<file path="src/rtl/load_store_unit.sv">
// Load/store stage: drives the data-memory port, aligns and extends load data.
// It stalls the core while an access is outstanding and reports access faults.
module load_store_unit #(
  parameter int TIMEOUT_CYC = 16
) (
  input  logic        i_clk,
  input  logic        i_rst_n,
  input  logic        i_valid,
  input  logic        i_is_store,
  input  logic [2:0]  i_funct3,
  input  logic [31:0] i_addr,
  input  logic [31:0] i_wdata,
  output logic        o_busy,
  output logic        o_done,
  output logic [31:0] o_rdata,
  output logic        o_fault,
  output logic [1:0]  o_fault_code,
  output logic        o_mem_req,
  output logic        o_mem_we,
  output logic [31:0] o_mem_addr,
  output logic [31:0] o_mem_wdata,
  output logic [3:0]  o_mem_mask,
  input  logic        i_mem_ready,
  input  logic        i_mem_rvalid,
  input  logic [31:0] i_mem_rdata
);

  typedef enum logic [1:0] {IDLE, REQ, WAIT, DONE} state_t;

  localparam int CW = $clog2(TIMEOUT_CYC + 1);

  state_t        state, state_n;
  logic [31:0]   addr_q, wdata_q, rdata_q;
  logic [2:0]    f3_q;
  logic          st_q;
  logic [1:0]    code_q;
  logic [CW-1:0] cnt;

  logic          illegal, misal, tmo_hit;
  logic [1:0]    off;
  logic [7:0]    lb;
  logic [15:0]   lh;
  logic [31:0]   ld_data;
  logic [3:0]    mask;
  logic [31:0]   wd;

  assign off     = addr_q[1:0];
  assign tmo_hit = (cnt == CW'(TIMEOUT_CYC - 1));
  assign misal   = ((i_funct3[1:0] == 2'b01) & i_addr[0])
                 | ((i_funct3[1:0] == 2'b10) & (|i_addr[1:0]));

  always_comb begin
    illegal = 1'b1;
    case (i_funct3)
      3'b000, 3'b001, 3'b010: illegal = 1'b0;
      3'b100, 3'b101:         illegal = i_is_store;
      default:                illegal = 1'b1;
    endcase
  end

  // f3_q[2] selects zero-extension for BU/HU
  always_comb begin
    lb = i_mem_rdata[{off, 3'b000} +: 8];
    lh = off[1] ? i_mem_rdata[31:16] : i_mem_rdata[15:0];
    case (f3_q[1:0])
      2'b00:   ld_data = {{24{~f3_q[2] & lb[7]}}, lb};
      2'b01:   ld_data = {{16{~f3_q[2] & lh[15]}}, lh};
      default: ld_data = i_mem_rdata;
    endcase
  end

  always_comb begin
    mask = 4'b1111;
    wd   = wdata_q;
    if (st_q) begin
      case (f3_q[1:0])
        2'b00: begin
          mask = 4'b0001 << off;
          wd   = {4{wdata_q[7:0]}};
        end
        2'b01: begin
          mask = off[1] ? 4'b1100 : 4'b0011;
          wd   = {2{wdata_q[15:0]}};
        end
        default: ;
      endcase
    end
  end

  always_comb begin
    state_n = state;
    unique case (state)
      IDLE: if (i_valid) state_n = (illegal | misal) ? DONE : REQ;
      REQ: begin
        if (i_mem_ready)  state_n = st_q ? DONE : WAIT;
        else if (tmo_hit) state_n = DONE;
      end
      WAIT: if (i_mem_rvalid | tmo_hit) state_n = DONE;
      DONE: state_n = IDLE;
    endcase
  end

  always_ff @(posedge i_clk) begin
    if (!i_rst_n) begin
      state   <= IDLE;
      addr_q  <= '0;
      wdata_q <= '0;
      rdata_q <= '0;
      f3_q    <= '0;
      st_q    <= 1'b0;
      code_q  <= 2'b00;
      cnt     <= '0;
    end else begin
      state <= state_n;
      unique case (state)
        IDLE: if (i_valid) begin
          addr_q  <= i_addr;
          wdata_q <= i_wdata;
          f3_q    <= i_funct3;
          st_q    <= i_is_store;
          cnt     <= '0;
          code_q  <= illegal ? 2'b11 : (misal ? 2'b01 : 2'b00);
          if ((illegal | misal) & ~i_is_store) rdata_q <= '0;
        end
        REQ: begin
          cnt <= cnt + 1'b1;
          if (!i_mem_ready && tmo_hit) begin
            code_q <= 2'b10;
            if (!st_q) rdata_q <= '0;
          end
        end
        WAIT: begin
          cnt <= cnt + 1'b1;
          if (i_mem_rvalid) begin
            rdata_q <= ld_data;
          end else if (tmo_hit) begin
            code_q  <= 2'b10;
            rdata_q <= '0;
          end
        end
        default: ;
      endcase
    end
  end

  assign o_busy       = ((state == IDLE) & i_valid) | (state == REQ)
                      | (state == WAIT);
  assign o_done       = (state == DONE);
  assign o_fault      = o_done & (code_q != 2'b00);
  assign o_fault_code = o_done ? code_q : 2'b00;
  assign o_rdata      = rdata_q;
  assign o_mem_req    = (state == REQ);
  assign o_mem_we     = o_mem_req & st_q;
  assign o_mem_addr   = {addr_q[31:2], 2'b00};
  assign o_mem_wdata  = o_mem_req ? wd : 32'h0;
  assign o_mem_mask   = o_mem_req ? mask : 4'b0000;

endmodule

</file>
<file path="config.mk">
export PLATFORM = sky130hd
export DESIGN_NAME = load_store_unit
export DESIGN_NICKNAME = d
export VERILOG_FILES = /design/src/rtl/load_store_unit.sv
export SDC_FILE = /design/constraint.sdc
export NUM_CORES = 1
export LEC_CHECK = 0
export ABC_CLOCK_PERIOD_IN_PS = 5500
export BUFFER_PORTS_ARGS = -buffer_cell sky130_fd_sc_hd__buf_2
export CORE_AREA = 2 2 115 95
export CTS_BUF_LIST = sky130_fd_sc_hd__clkbuf_2
export DETAILED_ROUTE_END_ITERATION = 12
export DIE_AREA = 0 0 117 97
export PLACE_DENSITY = 0.92
export SYNTH_ARGS = -nofsm -noshare
export SYNTH_HDL_FRONTEND = slang
export SYNTH_SLANG_ARGS = --single-unit
export TNS_END_PERCENT = 5
</file>
<file path="constraint.sdc">
create_clock -name i_clk -period 5.5 [get_ports i_clk]
set_input_delay 0.275 -clock i_clk [delete_from_list [all_inputs] [get_ports i_clk]]
set_output_delay 0.275 -clock i_clk [all_outputs]
set_load 0.01 [all_outputs]
</file>
* Word-level counts from Yosys, hierarchy flattened
Cells that the tools add are included.
Storage, ports and cells: register bits after elaboration 109, input port bits 105, output and inout bits 107, logic and storage cells 97
Operators by class: add/subtract/negate cells 1, eq/ne operators 20, shifts and indexed selects 2, mux-type cells 34, bitwise operators 15, reductions and logical operators 17
Operators with widths (number):
- $mux W32 | 8
- $pmux W32 S2 | 2
- $pmux W32 S3 | 1
- $shiftx A32 B6 Y8 | 1
- $mux W2 | 11
- $mux W16 | 1
- $mux W4 | 3
- $ne A2 B2 Y1 const B | 6
- $pmux W5 S2 | 1
- $and A1 B1 Y1 | 8
- $pmux W2 S4 | 1
- $pmux W4 S2 | 1
- $eq A2 B1 Y1 const B | 3
- $eq A2 B2 Y1 const B | 3
- $eq A3 B3 Y1 const B | 2
- $pmux W2 S3 | 1
- $reduce_and A6 Y1 | 1
- $reduce_or A2 Y1 | 3
- $add A5 B1 Y5 const B | 1
- $eq A5 B4 Y1 const B | 1
- $mux W5 | 1
- $or A1 B1 Y1 | 5
- $reduce_and A5 Y1 | 1
- $logic_not A2 Y1 | 2
- 17 further kinds | 21

* Depth between registers and ports, before layout
word-level depth 8, depth in mapped cells 9, depth with buffers taken out 8

* Worst setup path after synthesis
Ideal clock, no wire load.
path kind reg2reg, from register cnt[0], to register rdata_q[22] (netlist: o_rdata[22]), arrival time 1.942 ns, setup slack 3.490 ns, cell stages (with the launch flop) 10, path through dfxtp_1 ha_1 and3_1 ha_1 nand2b_1 a211oi_4 nand4_1 or2_1 buf_4 o21ai_1
On the way: longest elaborated chain between the ends 4
RTL lines:
- start: declaration | RTL line 37 | logic [CW-1:0] cnt;
- start signal: assignment | RTL line 126 | cnt <= cnt + 1'b1;
- start signal: assignment | RTL line 133 | cnt <= cnt + 1'b1;
- $eq A5 B4 Y1 (*) | RTL line 48 | assign tmo_hit = (cnt == CW'(TIMEOUT_CYC - 1));
- $logic_and A1 B1 Y1 | RTL line 127 | if (!i_mem_ready && tmo_hit) begin
- $ne A2 B1 Y1 (no source line)
- $reduce_and A6 Y1 (no source line) (*)
- end signal: assignment | RTL line 135 | rdata_q <= ld_data;
- end: declaration | RTL line 33 | logic [31:0] addr_q, wdata_q, rdata_q;
Every way passes the cells marked *; elsewhere a longest branch is shown, timed or not. A chain may end at the register's enable or synchronous reset.

* Worst setup path after layout
from register st_q, to output o_mem_wdata[15]
On the way: longest elaborated chain between the ends 2
RTL lines:
- start: declaration | RTL line 35 | logic st_q;
- start signal: assignment | RTL line 120 | st_q <= i_is_store;
- $mux W32 | RTL line 75 | if (st_q) begin
- $mux W32 | RTL line 155 | assign o_mem_wdata = o_mem_req ? wd : 32'h0;
- end: declaration | RTL line 21 | output logic [31:0] o_mem_wdata,
Every way passes these cells.

==> run metrics <==
Pint=around 1.4 mW; Final Util=between 70% and 80%; worst slew pin tran=slightly below 1 ns; I/O Buffers=209; IO Pins=roughly 210; Lkg Pwr=~3.3 nW; Global Route Usage Sum=a little under a third; FF/Latch Area=0.00218 mm2; Post-Syn Instances=just over 700; die height=between 90 and 100 um; DRT antenna net count=0; DRT Wirelength=approximately 18 mm; Layout Nets=1063; placed cell areas=slightly above 0.006 mm2; Clock Tree Buf Depth=2; Initial Util=a little over half; crit-path max FO=19; DP Wirelength=10.7 mm; CTS clk-pin slew, worst paths=just over 0.3 ns; Slew Limit Fails=0; ANT cells=0; CTS sink cnt=between 100 and 150; CP Class=flip-flop to primary output; Die W=between 100 and 150 um; post-synthesis cell area=around 0.0054 mm2; TritonCTS Buffers=9; Required @ worst endpoint=5.22 ns; maximum vdd drop=about 0.00024 V; Logic pwr share=between 40% and 50%; largest net degree at the start of global routing=approximately 80; Hold Fails Final Rpt=0; post-cts resize count=0; Worst setup SP type=flip-flop; clock share of power=between 10% and 20%; setup TNS=0 ns; RSZ-0062 raised after global routing=false; endpoint type of the worst setup path=primary output; DRC violations left=0; Clk Latency, worst-skew pair=about 0.60 ns; crit share post-route=between 50% and 60%; die area=approximately 0.011 mm2; Core ar.=0.0101 mm2; Switch Pwr=between 1 and 1.5 mW; share of total power in sequential cells=42.1%; FF+latch count, synth=around 110; postcts setup bufs=0; Via density=5.44; HP Class=input port to flip-flop; Power Dens Cells=around 330 mW/mm2; Ys Warns=0; first-pass GRT wire length=between 20 and 30 mm; number of synthesized flops with an enable pin=0; Hold Buf Count CTS=between 90 and 100; num rows=33; wire per inst=between 15 and 20 um; syn_area_per_cell=~7.5 um2; Area Overhead vs Synth=34.6%; gpl congestion=between 0.9 and 1; Starting DRT DRC Count=~700; initial antenna violation count=0; clk root buf=clkbuf_2; Net Sw Frac=42.7%; max-cap viol count=0; GRT Residual Overflow=0; FILL cells=about 730; Synth async-reset ratio=0%; minimum hold slack=between 0.1 and 0.15 ns; status=complete, no violations; Clock H-tree levels=3; Main synth FF type=dfxtp_1; critical path data arrival time=between 2 and 3 ns; share of cells above drive strength 1=25.5%; Place WS=2.98 ns; TritonCTS clock tree=yes; register area share after synthesis=between 40 and 50%; synth unique cells=51; Max Freq=355 MHz; Final Skew=between 0.02 and 0.03 ns; via count=roughly 6000; worst relative slew slack=a little over a third; final setup vio count=0; final worst setup slack=between 2 and 3 ns; Final Cell Area=roughly 0.0072 mm2; vias in the first global route=5730; Final min period=between 2 and 3 ns; area of the multi-input gates=between 0.002 and 0.003 mm2; first drt pass iteration count=5
-- Yosys cell counts (9+ instances only) --
cell type | instances | share of area, %
clkbuf_1 | 31 | 2.2
buf_2 | 9 | 0.84
buf_4 | 33 | 4.6
nor2b_1 | 11 | 1.3
and2_1 | 13 | 1.5
nand2b_1 | 9 | 1.0
o22ai_1 | 15 | 1.7
a21oi_1 | 102 | 9.5
nor3_1 | 9 | 0.84
o21ai_0 | 18 | 1.7
a21boi_0 | 17 | 2.4
buf_1 | 10 | 0.70
o21ai_1 | 22 | 2.0
dfxtp_1 | 109 | 41
nor2_1 | 13 | 0.91
mux2i_1 | 10 | 1.9
nand2_1 | 212 | 15
-- layout by cell type, fill, tap and decap left out, types with 13 or more instances in the layout --
master         synthesis  layout
o22ai_1               15      15
dfxtp_1              109     109
nand2_1              212     211
o21ai_0               18      18
buf_2                  9     209
nor2_1                13      13
a21boi_0              17      17
o21ai_1               22      22
dlygate4sd3_1          0      93
a21oi_1              102     102
-- kinds of logic after synthesis --
kind of cell             Yosys count  share of synthesized area, %
XOR/XNOR                           1                         0.163
multiplexers                      11                          2.07
flip-flops                       109                          40.6
other                              1                        0.0697
buffers and inverters             90                          9.08
AO/OA/AOI/OAI                    214                          24.3
AND/OR/NAND/NOR                  283                          22.4
adder cells (fa/ha/maj)            6                          1.40
-- sequential cells by signal, indices dropped and copies added, names as in the netlist --
| signal | count |
|---|---|
| state | 2 |
| st_q | 1 |
| f3_q | 3 |
| o_rdata | 32 |
| code_q | 2 |
| cnt | 5 |
| addr_q | 32 |
| wdata_q | 32 |
-- per-stage QoR --
step	std cells	power [mW]
final	1097	2.38
after floorplan	716	1.71
after global placement	988	1.93
after detailed placement	988	1.95
after CTS	1097	2.36
after global routing	1097	2.54
-- power by group through the flow --
stage,clock [mW],combinational (mW),sequential (mW)
after floorplan,0,0.727,0.984
after global placement,0,0.931,0.999
after detailed placement,0,0.947,1.01
after CTS,0.368,0.996,0.992
after global routing,0.401,1.12,1.01
final,0.355,1.02,1.00
-- metal layers --
layer  GRT usage [%]  share of wire (%)  up-vias
met5               0                  0        -
met4            11.8                2.4        0
met3            7.71                9.2       41
met2            49.4                 47      331
met1            38.0                 42     2740
li1                -                  -     2861
-- final cells by class --
cell class / count / share of cell area [%]
Clock inverter: 6 / 0.743
Clock buffer: 10 / 0.691
Inverter: 5 / 0.259
Sequential cell: 109 / 30.1
Timing Repair Buffer: 310 / 28.1
Tap cell: 140 / 2.42
Multi-Input combinational cell: 517 / 37.6
-- critical path, cell delays in order (launching register included) --
cell,delay [ns]
dfxtp_1,0.48
nand2b_1,0.44
nor2_1,0.58
nand2_1,0.09
a21boi_0,0.19
buf_2,0.17
-- final timing paths --
| kind | from | end | slack [ns] | depth (start not counted) |
|---|---|---|---|---|
| max reg2reg | addr_q[1] | o_rdata[29] | 2.87 | 5 |
| min reg2reg | o_rdata[18] | o_rdata[18] | 0.47 | 2 |
| min | i_mem_rdata[12] | o_rdata[12] | 0.11 | 4 |
| max | st_q | o_mem_wdata[15] | 2.68 | 5 |
Power figures use the tool's default switching activity.
